**src/rtl/serial_adder_ctrl.sv**
```systemverilog
// Bit-serial adder: one full-adder cell sequenced LSB-first over WIDTH cycles.
// Optional macro SERIAL_ADDER_SUB_EN adds a 'sub' input for (a - b) mode.
module serial_adder_ctrl #(
    parameter int unsigned WIDTH = 8
) (
    input  logic             clk,
    input  logic             rst,
    input  logic             start,
    input  logic [WIDTH-1:0] a,
    input  logic [WIDTH-1:0] b,
    input  logic             cin,
`ifdef SERIAL_ADDER_SUB_EN
    input  logic             sub,
`endif
    output logic             busy,
    output logic             done,
    output logic [WIDTH-1:0] sum,
    output logic             cout
);

    localparam int unsigned CntW = (WIDTH > 1) ? $clog2(WIDTH) : 1;

    typedef enum logic [1:0] {
        StIdle,
        StShift,
        StDone
    } state_e;

    state_e            state_q, state_d;
    logic [WIDTH-1:0]  a_sr_q, a_sr_d;
    logic [WIDTH-1:0]  b_sr_q, b_sr_d;
    logic [WIDTH-1:0]  res_sr_q, res_sr_d;
    logic              carry_q, carry_d;
    logic [CntW-1:0]   cnt_q, cnt_d;
    logic [WIDTH-1:0]  sum_q, sum_d;
    logic              cout_q, cout_d;

    logic              fa_sum;
    logic              fa_carry;
    logic [WIDTH-1:0]  b_load;
    logic              carry_load;
    logic [WIDTH-1:0]  res_next;

    // Subtraction is a + ~b + 1; cin is ignored in that mode.
`ifdef SERIAL_ADDER_SUB_EN
    assign b_load     = sub ? ~b : b;
    assign carry_load = sub ? 1'b1 : cin;
`else
    assign b_load     = b;
    assign carry_load = cin;
`endif

    assign fa_sum   = a_sr_q[0] ^ b_sr_q[0] ^ carry_q;
    assign fa_carry = (a_sr_q[0] & b_sr_q[0]) | (a_sr_q[0] & carry_q) | (b_sr_q[0] & carry_q);
    assign res_next = {fa_sum, res_sr_q[WIDTH-1:1]};

    always_comb begin
        state_d  = state_q;
        a_sr_d   = a_sr_q;
        b_sr_d   = b_sr_q;
        res_sr_d = res_sr_q;
        carry_d  = carry_q;
        cnt_d    = cnt_q;
        sum_d    = sum_q;
        cout_d   = cout_q;

        unique case (state_q)
            StIdle: begin
                if (start) begin
                    state_d = StShift;
                    a_sr_d  = a;
                    b_sr_d  = b_load;
                    carry_d = carry_load;
                    cnt_d   = '0;
                end
            end
            StShift: begin
                res_sr_d = res_next;
                carry_d  = fa_carry;
                a_sr_d   = {1'b0, a_sr_q[WIDTH-1:1]};
                b_sr_d   = {1'b0, b_sr_q[WIDTH-1:1]};
                cnt_d    = cnt_q + CntW'(1);
                if (cnt_q == CntW'(WIDTH - 1)) begin
                    state_d = StDone;
                    sum_d   = res_next;
                    cout_d  = fa_carry;
                end
            end
            StDone: begin
                state_d = StIdle;
            end
            default: begin
                state_d = StIdle;
            end
        endcase
    end

    always_ff @(posedge clk) begin
        if (rst) begin
            state_q  <= StIdle;
            a_sr_q   <= '0;
            b_sr_q   <= '0;
            res_sr_q <= '0;
            carry_q  <= 1'b0;
            cnt_q    <= '0;
            sum_q    <= '0;
            cout_q   <= 1'b0;
        end else begin
            state_q  <= state_d;
            a_sr_q   <= a_sr_d;
            b_sr_q   <= b_sr_d;
            res_sr_q <= res_sr_d;
            carry_q  <= carry_d;
            cnt_q    <= cnt_d;
            sum_q    <= sum_d;
            cout_q   <= cout_d;
        end
    end

    assign busy = (state_q == StShift);
    assign done = (state_q == StDone);
    assign sum  = sum_q;
    assign cout = cout_q;

endmodule

```
**config.mk**
```make
export PLATFORM = sky130hd
export DESIGN_NAME = serial_adder_ctrl
export DESIGN_NICKNAME = d
export VERILOG_FILES = /design/src/rtl/serial_adder_ctrl.sv
export SDC_FILE = /design/constraint.sdc
export NUM_CORES = 1
export LEC_CHECK = 0
export BUFFER_PORTS_ARGS = -buffer_cell sky130_fd_sc_hd__buf_2
export CORE_ASPECT_RATIO = 1.1
export CORE_MARGIN = 4
export CORE_UTILIZATION = 25
export CTS_CLUSTER_DIAMETER = 150
export DETAILED_ROUTE_END_ITERATION = 6
export GPL_TIMING_DRIVEN = 0
export PLACE_DENSITY = 0.41
export SETUP_SLACK_MARGIN = 0.05
export SLEW_MARGIN = 40
export SYNTH_ARGS = -nofsm -noshare
export SYNTH_HDL_FRONTEND = slang
export SYNTH_SLANG_ARGS = --single-unit
```
**constraint.sdc**
```tcl
create_clock -name clk -period 1.3 [get_ports clk]
set_clock_uncertainty 0.2 [all_clocks]
set_input_delay 0.26 -clock clk [delete_from_list [all_inputs] [get_ports clk]]
set_output_delay 0.26 -clock clk [all_outputs]
set_load 0.03 [all_outputs]
```
Word-level counts from Yosys, hierarchy flattened --
Index checks and enable logic that the tools add are counted.
Operators by class: add/subtract/negate cells 1, muxes and demuxes 11, equal/unequal tests 5, bitwise gates (word level) 7, reduce and logical (&&, ||, !) cells 5
Operators by type and width (number):
- one-hot mux 8 bit (2 select lines) | 2
- 2-to-1 mux 8 bit | 2
- one-hot mux 3 bit (2 select lines) | 1
- AND reduction 2 bit | 3
- 2-to-1 mux 2 bit | 2
- one-hot mux 2 bit (2 select lines) | 1
- adder 3 x 1 -> 3 bit (second input constant) | 1
- AND 1 bit | 3
- == test 3 bit (second input constant) | 1
- 2-to-1 mux 3 bit | 1
- == test 2 x 1 -> 1 bit (second input constant) | 1
- == test 2 bit (second input constant) | 1
- logical NOT 2 bit | 1
- inequality test 2 x 1 -> 1 bit (second input constant) | 1
- inequality test 2 bit (second input constant) | 1
- OR 1 bit | 2
- one-hot mux 1 bit (2 select lines) | 1
- nonzero test 2 bit | 1
- XOR 1 bit | 2
- 2-to-1 mux 1 bit | 1
Storage, ports and cells: bits in registers 39, output and inout bits 11, word-level logic and storage cells 37

Depth between registers and ports, before layout --
depth in word-level cells 4, depth in mapped cells 6

Least setup slack after synthesis --
Ideal clock, no wire load.
kind flip-flop to flip-flop, from register cnt_q[0], to register sum_q[1] (netlist: sum[1]), library setup time 0.145 ns, arrival time 1.120 ns, slack -0.165 ns, buffers on the path 1, cell stages (with the launch flop) 7, cell sequence dfxtp_1 > ha_1 > ha_1 > and3b_1 > buf_2 > nand2_1 > a21oi_1
On the way: word-level cells in the longest chain between the ends 2
RTL lines:
- start, declared | line 34 | logic [CntW-1:0] cnt_q, cnt_d;
- start signal, assigned | line 114 | cnt_q <= cnt_d;
- == test 3 bit | line 83 | if (cnt_q == CntW'(WIDTH - 1)) begin
- AND reduction 2 bit (no line)
- end signal, assigned | line 115 | sum_q <= sum_d;
- end, declared | line 35 | logic [WIDTH-1:0] sum_q, sum_d;
Every way passes these cells. A chain may end at the register's enable or synchronous reset.

Final worst setup path --
from register state_q[1], to output busy
On the way: word-level cells in the longest chain between the ends 1
RTL lines:
- start, declared | line 29 | state_e state_q, state_d;
- start signal, assigned | line 100 | state_q <= StIdle;
- start signal, assigned | line 109 | state_q <= state_d;
- == test 2 x 1 -> 1 bit | line 120 | assign busy = (state_q == StShift);
- end, declared | line 15 | output logic busy,
Every way passes these cells.

==> impl_metrics.py <==
metrics = {
    "outcome": {
        "outcome": "complete, but fails checks",
        "failed_checks": "setup timing",
    },
    "pwr": {
        "power_per_cell_area_nw_per_um2": 1040,
        "p_leak_uw": 0.00111,
        "peakVddDrop_uv": 438,
    },
    "setup_path": {
        "worst_ep_arrival_time_ns": 1.05,
        "crit_slowest_cell": "dfxtp_4",
        "reg_to_reg_slack_setup_ns": -0.18,
        "cp_data_required_time_ns": 0.84,
        "crit_path_cell_trace": "nand2b_4, inv_4, buf_6, buf_6",
        "cp-start-kind": "flop",
        "timing_worst_setup_path_type": "reg2out",
        "worstReg2RegStart": "cnt_q[0]$_SDFFE_PP0P_",
        "path_common_cell": "buf_6",
        "regToRegEndpoint": "sum[1]$_SDFFE_PP0P_",
        "cpPeakStageDelay_ns": 0.35,
        "maximum_net_fanout_on_the_critical_path": 2,
        "type_of_destination_of_the_critical_path": "primary output",
        "worstRegToRegCells": 6,
    },
    "hold_path": {
        "worst_hold_path.endpoint": "a_sr_q[7]$_SDFFE_PP0P_",
        "min_path_type": "in2reg",
        "holdCritStartpoint": "a[7]",
        "worstHoldPathCells": 3,
    },
    "detailed_routing": {
        "top_layer": "met4",
        "routed_wire_length_per_instance_um": 14.3,
        "vias": 1359,
        "initialDrtViolationCount": 13,
        "remaining_drc_errors": 0,
        "totalWireLength_mm": 4.38,
        "detailedRoute.firstPassIterationCount": 3,
        "route.met2.wl_mm": 2.17,
        "route.met3.wl_um": 174,
        "vias_per_cell": 4.44,
        "detail_route.wirelength.met1_mm": 1.98,
        "route.antenna.remaining_nets": 0,
    },
    "sta": {
        "min_period_ns": 1.51,
        "slew_violations": 0,
        "postLayoutSetupSlackWorst_ns": -0.211,
        "fin_crit_sh_pct": 116,
        "max_clock_freq_mhz": 662,
        "finalSetupViolCount": 32,
        "timing.final.hold_violations": 0,
        "rsz_0062_raised_after_global_routing": "yes",
        "worst_slew_pin_slew_ns": 0.756,
        "timing.slew.headroom_pct": 49.6,
        "timing.setup.tns_ns": -3.30,
    },
    "final_layout": {
        "fin_nets": 248,
        "n_antenna_cell": 0,
        "fin_cells": 306,
        "top_library_cells_by_usage_in_the_layout_fill_and_taps_aside": "buf_6 (23), dfxtp_1 (23), nand2_1 (22), buf_2 (19), a211oi_2 (17)",
        "finish.instance_area_um2": 2630,
        "layout_cell_share_with_drive_strength_beyond_1_pct": 65.9,
        "area_added_between_synthesis_and_finish_pct": 63.9,
    },
    "floorplan": {
        "die_w_um": 84.3,
        "number_of_core_rows": 30,
        "effective_utilization_at_floorplan_pct": 25.9,
        "io_pins": 31,
        "floorplan.die_area_um2": 7760,
        "fp.coreArea_um2": 6190,
        "die_h_um": 92.0,
    },
    "placed_design": {
        "place_area_um2": 1900,
        "port-buffer-count": 29,
        "placer_s_final_routability_congestion_estimate": 0.661,
        "placed_cells": 275,
        "detailedPlacementHpwl_mm": 2.65,
    },
    "global_route": {
        "vias_in_the_first_global_route": 1452,
        "groute.usage.overall_pct": 12.1,
        "wire_length_of_the_first_global_routing_pass_mm": 7.25,
        "grt_remaining_overflow": 0,
        "largest_net_degree_at_the_start_of_global_routing": 12,
        "grt_antenna_before_repair": 0,
    },
    "clock_network": {
        "worst_setup_hold_path_clk_slew_ns": 0.08,
        "cts_hold_buffers": 0,
        "clock_insertion_delay_worst_skew_ns": 0.29,
        "tritoncts": "yes",
        "clock_sink_count": 38,
        "cts_buffers": 5,
        "cts-root-to-sink-buffers": 2,
        "cts_htree_levels": 2,
        "cts-root-buf": "clkbuf_8",
    },
    "logic_synthesis": {
        "synth.net_count": 189,
        "number_of_warnings_issued_by_yosys": 0,
        "syn-instance-count": 166,
        "synthesis.area_per_instance_um2": 9.66,
        "part_of_the_yosys_area_used_for_sequential_elements_pct": 47.5,
        "netlist_area_um2": 1600,
        "synth.distinct_cells": 22,
        "synth-seq-cells": 38,
    },
    "job": {
        "max_cap_violations": 0,
    },
}
==> repair_timing <==
| item | 4_1_cts | 5_1_grt |
|---|---|---|
| cloned | 6 | 0 |
| endpoints found under the setup margin | 49 | 46 |
| buffers inserted | 11 | 9 |
| resized for setup | 75 | 54 |
| pin swaps | 14 | 23 |
==> per-stage QoR <==
| stage | util [%] | setup slack, ns | total power (µW) | hold slack (ns) |
|---|---|---|---|---|
| after CTS | 39.2 | -0.310 | 2730 | 0.00842 |
| after global placement | 30.6 | -0.184 | 1590 | 0.241 |
| after global routing | 42.4 | -0.264 | 2880 | 0.0227 |
| after floorplan | - | -0.0475 | 1500 | 0.208 |
| final | 42.4 | -0.211 | 2740 | 0.00925 |
| after detailed placement | 30.6 | -0.199 | 1580 | 0.247 |
==> state kept, by name, summed over array words and instances, names as in the netlist <==
register and flops:
cout 1, state_q 2, a_sr_q 8, res_sr_q 7
sum 8, b_sr_q 8, cnt_q 3, carry_q 1
==> logic make-up (layout without fill, tap and decap cells) <==
kind of cell / count (synthesis) / after routing / share of synthesized area, %
simple gates: 58 / 59 / 14.9
compound gates: 39 / 39 / 20.5
flops: 38 / 38 / 47.5
mux: 15 / 15 / 9.37
buf+inv: 13 / 72 / 4.92
fa+ha+maj: 3 / 3 / 2.81
==> area by class of cell <==
cell class	instances	area (µm²)
inverters	1	6.26
multi-input cells	116	1060
fillers	632	3570
repair buffers	52	444
clock buffers	7	76.3
clock inverters	1	30.0
well taps	80	100
flip-flops and latches	38	785
plain buffers	11	129
==> cell usage after synthesis, drive strengths merged <==
cell type	count	area share [%]
nor2	21	4.9
dfxtp	38	47
inv	1	0.23
clkbuf	3	0.70
o21bai	1	0.70
mux2i	15	9.4
buf	9	4.0
a22oi	4	1.9
a21oi	16	5.0
ha	2	1.6
fa	1	1.2
nand2	32	7.5
o21ba	1	0.62
nand3b	1	0.70
and3b	1	0.55
nand2b	1	0.39
nor3b	1	0.47
nor2b	1	0.39
a211oi	17	12
==> critical path, delay by kind of cell (launching register included) <==
kind / cells / cell delay, ns
AND/OR/NAND/NOR: 1 / 0.15
flip-flops: 1 / 0.35
buffers and inverters: 3 / 0.26
==> layer usage <==
metal	up-vias	GRT usage (%)
met5	-	0
met4	0	3.56
met3	9	4.13
met2	24	20.7
met1	639	14.2
li1	687	-
==> power by group <==
| group | leakage, µW | internal, µW | switching (µW) |
|---|---|---|---|
| clock network | 0.0000524 | 574 | 426 |
| registers | 0.000318 | 1220 | 51.6 |
| logic | 0.000736 | 246 | 225 |
| total | 0.00111 | 2040 | 702 |
==> worst max-delay path by stage <==
| stage | start | slack (ns) | end | cells past startpoint |
|---|---|---|---|---|
| detailed placement | state_q[0]$_SDFFE_PP0P_ | -0.20 | sum[1]$_SDFFE_PP0P_ | 4 |
| floorplan | cnt_q[0]$_SDFFE_PP0P_ | -0.05 | sum[1]$_SDFFE_PP0P_ | 6 |
| finish | state_q[1]$_SDFFE_PP0P_ | -0.21 | busy | 4 |
| global route | state_q[1]$_SDFFE_PP0P_ | -0.26 | busy | 4 |
| global placement | state_q[1]$_SDFFE_PP0P_ | -0.18 | busy | 5 |
| CTS | state_q[1]$_SDFFE_PP0P_ | -0.31 | busy | 5 |
Power figures use the tool's default switching activity.
